**config.mk**
```make
export PLATFORM = sky130hd
export DESIGN_NAME = cdc_fifo_wr_arbiter
export DESIGN_NICKNAME = d
export VERILOG_FILES = /design/src/rtl/cdc_fifo_wr_arbiter.sv
export SDC_FILE = /design/constraint.sdc
export NUM_CORES = 1
export LEC_CHECK = 0
export CAP_MARGIN = 20
export CORE_MARGIN = 1.5
export CORE_UTILIZATION = 36
export CTS_CLUSTER_DIAMETER = 50
export DETAILED_ROUTE_END_ITERATION = 12
export PLACE_DENSITY = 0.81
export REMOVE_ABC_BUFFERS = 1
export SYNTH_ARGS = -nofsm -noshare
export SYNTH_HDL_FRONTEND = slang
export SYNTH_SLANG_ARGS = --single-unit
```
**constraint.sdc**
```tcl
create_clock -name clk -period 3.7 [get_ports clk]
set_input_delay 0.74 -clock clk [delete_from_list [all_inputs] [get_ports clk]]
set_output_delay 0.74 -clock clk [all_outputs]
set_load 0.05 [all_outputs]
```
**src/rtl/cdc_fifo_wr_arbiter.sv**
```systemverilog
// Round-robin, burst-limited arbiter sharing one cdc_fifo write port among NUM_REQ producers.
// Each accepted beat is written to the FIFO as {grant_id, payload}.
//   state | meaning
//   IDLE  | no owner; arbitrate when a requester is valid and the FIFO is not almost full
//   BURST | grant_id owns the write port until MAX_BURST beats or it drops valid
module cdc_fifo_wr_arbiter #(
  parameter int  NUM_REQ    = 4,
  parameter int  DATA_WIDTH = 8,
  parameter int  MAX_BURST  = 4,
  localparam int ID_WIDTH   = $clog2(NUM_REQ)
) (
  input  logic                           clk,
  input  logic                           rst_n,
  input  logic [NUM_REQ-1:0]             in_valid,
  input  logic [NUM_REQ*DATA_WIDTH-1:0]  in_data,
  output logic [NUM_REQ-1:0]             in_ready,
  input  logic                           w_full,
  input  logic                           w_almost_full,
  output logic                           w_inc,
  output logic [ID_WIDTH+DATA_WIDTH-1:0] w_data,
  output logic                           busy,
  output logic [ID_WIDTH-1:0]            grant_id
);
  localparam int CNT_WIDTH = (MAX_BURST > 1) ? $clog2(MAX_BURST) : 1;
  localparam logic [CNT_WIDTH-1:0] LAST_BEAT = CNT_WIDTH'(MAX_BURST - 1);
  localparam logic [ID_WIDTH-1:0]  LAST_ID   = ID_WIDTH'(NUM_REQ - 1);

  typedef enum logic {IDLE, BURST} state_e;

  state_e                state_q, state_d;
  logic [ID_WIDTH-1:0]   grant_id_q, grant_id_d;
  logic [ID_WIDTH-1:0]   rr_ptr_q, rr_ptr_d;
  logic [CNT_WIDTH-1:0]  beat_cnt_q, beat_cnt_d;
  logic [DATA_WIDTH-1:0] payload [NUM_REQ];
  logic [ID_WIDTH-1:0]   pick_hi, pick_lo, pick, next_id;
  logic                  found_hi, found_any, sel_valid, xfer;

  always_comb begin
    for (int i = 0; i < NUM_REQ; i++) payload[i] = in_data[i*DATA_WIDTH +: DATA_WIDTH];
  end

  // Lowest valid index at or above rr_ptr wins; otherwise wrap to the lowest valid index.
  always_comb begin
    found_hi  = 1'b0;
    found_any = 1'b0;
    pick_hi   = '0;
    pick_lo   = '0;
    for (int i = NUM_REQ - 1; i >= 0; i--) begin
      if (in_valid[i]) begin
        found_any = 1'b1;
        pick_lo   = ID_WIDTH'(i);
        if (ID_WIDTH'(i) >= rr_ptr_q) begin
          found_hi = 1'b1;
          pick_hi  = ID_WIDTH'(i);
        end
      end
    end
    pick = found_hi ? pick_hi : pick_lo;
  end

  assign sel_valid = in_valid[grant_id_q];
  assign next_id   = (grant_id_q == LAST_ID) ? '0 : grant_id_q + 1'b1;

  always_comb begin
    state_d    = state_q;
    grant_id_d = grant_id_q;
    rr_ptr_d   = rr_ptr_q;
    beat_cnt_d = beat_cnt_q;
    in_ready   = '0;
    xfer       = 1'b0;
    case (state_q)
      IDLE: begin
        if (found_any && !w_almost_full) begin
          state_d    = BURST;
          grant_id_d = pick;
          beat_cnt_d = '0;
        end
      end
      BURST: begin
        in_ready[grant_id_q] = !w_full;
        xfer                 = sel_valid && !w_full;
        if (!sel_valid) begin
          state_d  = IDLE;
          rr_ptr_d = next_id;
        end else if (xfer) begin
          beat_cnt_d = beat_cnt_q + 1'b1;
          if (beat_cnt_q == LAST_BEAT) begin
            state_d  = IDLE;
            rr_ptr_d = next_id;
          end
        end
      end
      default: state_d = IDLE;
    endcase
  end

  assign w_inc    = xfer;
  assign w_data   = {grant_id_q, payload[grant_id_q]};
  assign busy     = (state_q == BURST);
  assign grant_id = grant_id_q;

  always_ff @(posedge clk or negedge rst_n) begin
    if (!rst_n) begin
      state_q    <= IDLE;
      grant_id_q <= '0;
      rr_ptr_q   <= '0;
      beat_cnt_q <= '0;
    end else begin
      state_q    <= state_d;
      grant_id_q <= grant_id_d;
      rr_ptr_q   <= rr_ptr_d;
      beat_cnt_q <= beat_cnt_d;
    end
  end

endmodule

```
==> metrics.txt, run 1 <==
status completed; Power Density between 700 and 800 nW/um^2; min Tclk post-route between 3000 and 4000 ps; leading area contributor after synthesis mux4_2; register area share after synthesis between 20% and 30%; total CTS buffers 3; Final period util a little under 90%; critical setup path kind register to output port; measured slew at the worst slew-check pin 874 ps; Max-Cap Viols 0; clock slew at reported path FFs around 50 ps; Peak supply drop approximately 0.00057 V; Initial Utilization a little under 40%; Max-slew headroom roughly two fifths; worst r2r src grant_id[1]; full die area between 2000 and 2500 sq um; site row count 16; sequential share of power approximately a fifth; # IOs slightly below 60; ys flop type dfrtp_1; Synth warnings 0; Post-Layout Cell Count around 150; Avg Synthesized Cell Area around 11 sq um; Net Sw Frac a little over half; Final Net Count around 170; PortBufs 57; vias in the first global route about 770; layout cell share with drive strength beyond 1 around 18%; All-Layer GR Usage roughly 19%; Routed wire per std cell roughly 15 microns; clk_lat worst skew 250 ps; GP Congestion between 0.7 and 0.8; via count 784; FF-to-FF End rr_ptr_q[1]; # setup viols final 0; Int Pwr slightly below 500 uW; Yosys reg bits 7; post-DP HPWL 1.92 mm; post-route ant nets 0; # DRC 0; Distinct cells, synth 30; worst-path fanout max 19; leakage power about 0.58 nW; Yosys top cell area share 23.0%; number of flops mapped to enable cells by yosys 0; Post-CTS Setup Inserts 0; Post-Route WL between 2 and 2.5 mm; Worst Setup EP w_data[4]; Die Y approximately 50 microns; Cell Area, Synth ~780 sq um; grt ovf 0; CTS tree built; Pre-antenna DRT Iters 4; R2R setup slack 1860 ps; final-report max-slew violation count 0; Worst setup EP type output port; final hold vios 0; Area Growth Syn to Fin 75.7%; Ant. Diodes 0; clock root buffer clkbuf_4; sw power 554 uW; initial antenna violation count 0; CTS sink count 7; first-pass GRT wire length about 3.5 mm; R2R cell count 4; Req. time, crit path 2960 ps; Iter 0 DRT Violations 6; H-tree depth 1; # hold bufs at CTS 0; die width 49.6 microns; Comb power frac between 70% and 80%; synth cell count leaders 8 x mux4_2, 7 x dfrtp_1, 5 x ha_1, 5 x mux2i_1, 5 x nand2_1; WP data arrival about 2500 ps; share of power burned in the clock network under 10%; Inst Count DP roughly 150; cells after synthesis 69; Achievable Freq between 300 and 400 MHz; beginning of the critical path grant_id[0]; Via density a little over 5; CTS Buffer Depth 2; Area contributors post-synth mux4_2 23%, dfrtp_1 22%, ha_1 8.0%, mux2i_1 6.4%, mux2_4 3.8%; crit start category register; core area between 2000 and 2500 sq um; RSZ-0062 raised after global routing false; top-count cell post-synth mux4_2; Hold Path Class register to register; setup total negative slack 0 ps; largest net degree at the start of global routing 20; Resize count post-CTS 0; Worst Clk Skew a little over 2 ps; asr flop ratio synth 100%
critical path, stage by stage, from the launching register on:
cell and delay (ps):
dfrtp_1 910, mux4_2 600, clkdlybuf4s50_1 710
worst min-delay path by stage:
stage	startpoint	to	slack, ps	depth (start not counted)
2_1_floorplan	rst_n	beat_cnt_q[0]	440	0
3_3_place_gp	beat_cnt_q[0]	beat_cnt_q[0]	470	1
3_5_place_dp	beat_cnt_q[0]	beat_cnt_q[0]	490	1
4_1_cts	beat_cnt_q[0]	beat_cnt_q[0]	490	1
5_1_grt	beat_cnt_q[0]	beat_cnt_q[0]	530	1
6_report	beat_cnt_q[0]	beat_cnt_q[0]	480	1
cells by family (layout without fill, tap and decap cells):
kind of cell             Yosys count  count (layout)  share of synthesized area [%]
buffers and inverters             11              67                           7.52
AO/OA/AOI/OAI                     14              14                           16.5
flip-flops                         7               7                           22.4
adder cells (fa/ha/maj)            5               5                           8.00
multiplexers                      15              15                           33.3
AND/OR/NAND/NOR                   17              17                           12.3
registers in the layout, summed over array words and instances, names as in the netlist:
signal / count
beat_cnt_q: 2
rr_ptr_q: 2
busy: 1
grant_id: 2
layer usage:
layer  global-route usage (%)  wire, microns  up-vias
li1                         -              -      373
met1                     23.4            953      362
met2                     32.0           1100       45
met3                     5.45            242        4
met4                     8.33             12        0
met5                        0              0        -
per-stage QoR:
step           hold slack [ps]  setup WS, ps  util [%]  instance area (sq um)  power (mW)
3_5_place_dp               486           566      67.3                   1350       0.984
2_1_floorplan              444           788         -                    746       0.731
5_1_grt                    529           321      68.6                   1370        1.11
4_1_cts                    492           436      68.6                   1370        1.05
3_3_place_gp               473           584      67.3                   1350       0.975
6_report                   485           484      68.6                   1370        1.04
cells in the final DEF, fill, tap and decap left out:
master	Yosys	final
a2111oi_0	2	2
a21o_1	3	3
a21oi_1	2	2
a22o_1	1	1
a31oi_2	1	1
and2_1	4	4
buf_4	2	1
clkbuf_1	0	1
clkbuf_4	0	3
clkdlybuf4s50_1	0	56
dfrtp_1	7	7
ha_1	5	5
inv_1	3	3
inv_2	3	3
mux2_4	2	2
mux2i_1	5	5
mux4_2	8	8
nand2_1	5	5
nand2b_1	1	1
nand3_1	1	1
nand3_2	1	1
nor2_1	1	1
nor2_2	1	1
nor3b_1	1	1
nor4_1	1	1
o211ai_2	1	1
o21a_1	1	1
o21ai_0	1	1
o21ai_1	1	1
o41ai_4	1	1
or2b_1	1	1
cell type report:
type,instances,area [sq um]
Multi-Input combinational cell,51,548
Tap cell,27,33.8
Timing Repair Buffer,57,568
Inverter,6,22.5
Clock buffer,4,26.3
Fill cell,160,628
Sequential cell,7,175
power by group through the flow:
| stage | clock [mW] | sequential (mW) | combinational (mW) |
|---|---|---|---|
| floorplan | 0 | 0.282 | 0.449 |
| global placement | 0 | 0.214 | 0.761 |
| detailed placement | 0 | 0.216 | 0.768 |
| CTS | 0.0701 | 0.215 | 0.770 |
| global route | 0.0771 | 0.229 | 0.802 |
| finish | 0.0665 | 0.213 | 0.763 |
No activity file was read; power rests on OpenSTA's default activity.
==> run 2: changes to the inputs <==
--- a/config.mk
+++ b/config.mk
@@ -12,6 +12,7 @@
 export DETAILED_ROUTE_END_ITERATION = 12
 export PLACE_DENSITY = 0.81
 export REMOVE_ABC_BUFFERS = 1
+export SETUP_SLACK_MARGIN = 0.4
 export SYNTH_ARGS = -nofsm -noshare
 export SYNTH_HDL_FRONTEND = slang
 export SYNTH_SLANG_ARGS = --single-unit
==> run 2 against run 1 <==
Effect of this change: cell count unchanged; combinational power about the same; setup slack better by 68 ps; register-to-register slack about the same.
==> metrics.txt, run 2 (synthesis gave the netlist of run 1 again) <==
status completed; H-tree depth 1 (unchanged); final hold vios 0 (unchanged); largest net degree at the start of global routing 20 (unchanged); CTS Buffer Depth 2 (unchanged); Worst Hold Slack 485 ps (unchanged); via count 784 (unchanged); commonest non-fill, non-tap cell in the layout clkdlybuf4s50_1; Initial Utilization 39.1% (unchanged); Final Net Count 171 (unchanged); Worst Slack Setup Final 551 ps (+67.9 ps); Final period util 85.1% (-1.8 points); first-pass GRT wire length 3.55 mm (unchanged); # DRC 0 (unchanged); Power Density 759 nW/um^2 (about the same); Iter 0 DRT Violations 6 (unchanged); PortBufs 57 (unchanged); Worst path slowest cell clkdlybuf4s50_1; Hold Startpoint beat_cnt_q[0]; worst-path fanout max 5 (-14); worst r2r src grant_id[1]; RSZ-0062 raised after global routing false; Worst setup EP type output port; Area Growth Syn to Fin 75.8% (about the same); # hold bufs at CTS 0 (unchanged); post-route ant nets 0 (unchanged); Die Y 49.6 microns (unchanged); Max-slew headroom 56.2% (+14 points); pre-CTS setup slack 566 ps (unchanged); full die area 2460 sq um (unchanged); clk_lat worst skew 250 ps (about the same); CTS sink count 7 (unchanged); Routed wire per std cell 15.2 microns (unchanged); commonest cells after routing, fill and taps aside 56 x clkdlybuf4s50_1, 8 x mux4_2, 6 x dfrtp_1; CTS tree built; clock slew at reported path FFs 50 ps (about the same); die width 49.6 microns (unchanged); FF+latch area 176 sq um (+0.71%); GP Congestion 0.734 (unchanged); Inst Count DP 148 (unchanged); R2R setup slack 1870 ps (about the same); Bufs and invs on worst path 2 (+1); Peak supply drop 0.000565 V (about the same); FF-to-FF End rr_ptr_q[1]; Max-Cap Viols 0 (unchanged); CP top delay family buffers and inverters; Achievable Freq 318 MHz (+2.2%); Post-CTS Setup Inserts 0 (unchanged); Multi-input gate area 548 sq um (unchanged); leakage power 0.576 nW (-0.21%); Via density 5.16 (unchanged); Worst Clk Skew 2.01 ps (+0.00247 ps); Largest stage delay, worst path 800 ps (-110 ps); WHS Endpoint beat_cnt_q[0]; critical setup path kind input pin to output port; All-Layer GR Usage 19.3% (unchanged); Finished Core Util 68.7% (about the same); core area 2000 sq um (unchanged); Ant. Diodes 0 (unchanged); hold path depth 1 (unchanged); Post-Layout Cell Count 152 (unchanged); clock root buffer clkbuf_4; WP data arrival 2410 ps (-70 ps); site row count 16 (unchanged); total CTS buffers 3 (unchanged); R2R cell count 4 (unchanged); grt ovf 0 (unchanged); Cell Chain, Critical Path clkdlybuf4s50_1, nor2_1, and2_1, clkdlybuf4s50_1; fillers 160 (unchanged); Post-Route WL 2.30 mm (unchanged); Req. time, crit path 2960 ps (about the same); vias in the first global route 765 (unchanged); initial antenna violation count 0 (unchanged); layout cell share with drive strength beyond 1 18.4% (+0.80 points); # setup viols final 0 (unchanged); most frequent CP cell clkdlybuf4s50_1; final-report max-slew violation count 0 (unchanged); # IOs 58 (unchanged); post-DP HPWL 1.92 mm (unchanged); crit start category input pin; Resize count post-CTS 0 (unchanged); Pre-antenna DRT Iters 4 (unchanged); setup total negative slack 0 ps (unchanged); min Tclk post-route 3150 ps (-67.9 ps); measured slew at the worst slew-check pin 658 ps (-216 ps); Hold Path Class register to register
## run 2: cell counts in the layout (fill, tap and decap cells not counted)
No cell type changed its count.
## run 2: layer usage
metal	vias up	wire, microns	track usage [%]
met1	362	953	23.4
met5	-	0	0
met3	4	242	5.45
met2	45	1100	32.0
met4	0	12	8.33
li1	373	-	-
## run 2: how the worst max path moves through the flow
| stage | from | endpoint | slack (ps) | cells past startpoint |
|---|---|---|---|---|
| floorplan | grant_id[1] | w_inc | 790 | 4 |
| CTS | grant_id[0] | w_data[3] | 440 | 2 |
| global placement | w_full | in_ready[0] | 580 | 4 |
| detailed placement | w_full | in_ready[1] | 570 | 4 |
| finish | w_full | in_ready[0] | 550 | 4 |
| global route | w_full | in_ready[0] | 470 | 4 |
## run 2: area by class of cell
type                    instances  share of cell area (%)
flip-flops and latches          7                    12.8
clock buffers                   4                    1.91
inverters                       6                    1.64
well taps                      27                    2.46
multi-input cells              51                    39.9
repair buffers                 57                    41.3
## run 2: power by group
part	internal, mW	switching (mW)	leakage [nW]
sequential	0.112	0.102	0.0861
clock	0.0410	0.0256	0.0150
combinational	0.336	0.426	0.475
## run 2: metrics by stage
step                instance area [sq um]  total power [mW]
global route                         1380              1.11
floorplan                             746             0.731
detailed placement                   1350             0.984
CTS                                  1370              1.05
global placement                     1350             0.975
finish                               1380              1.04
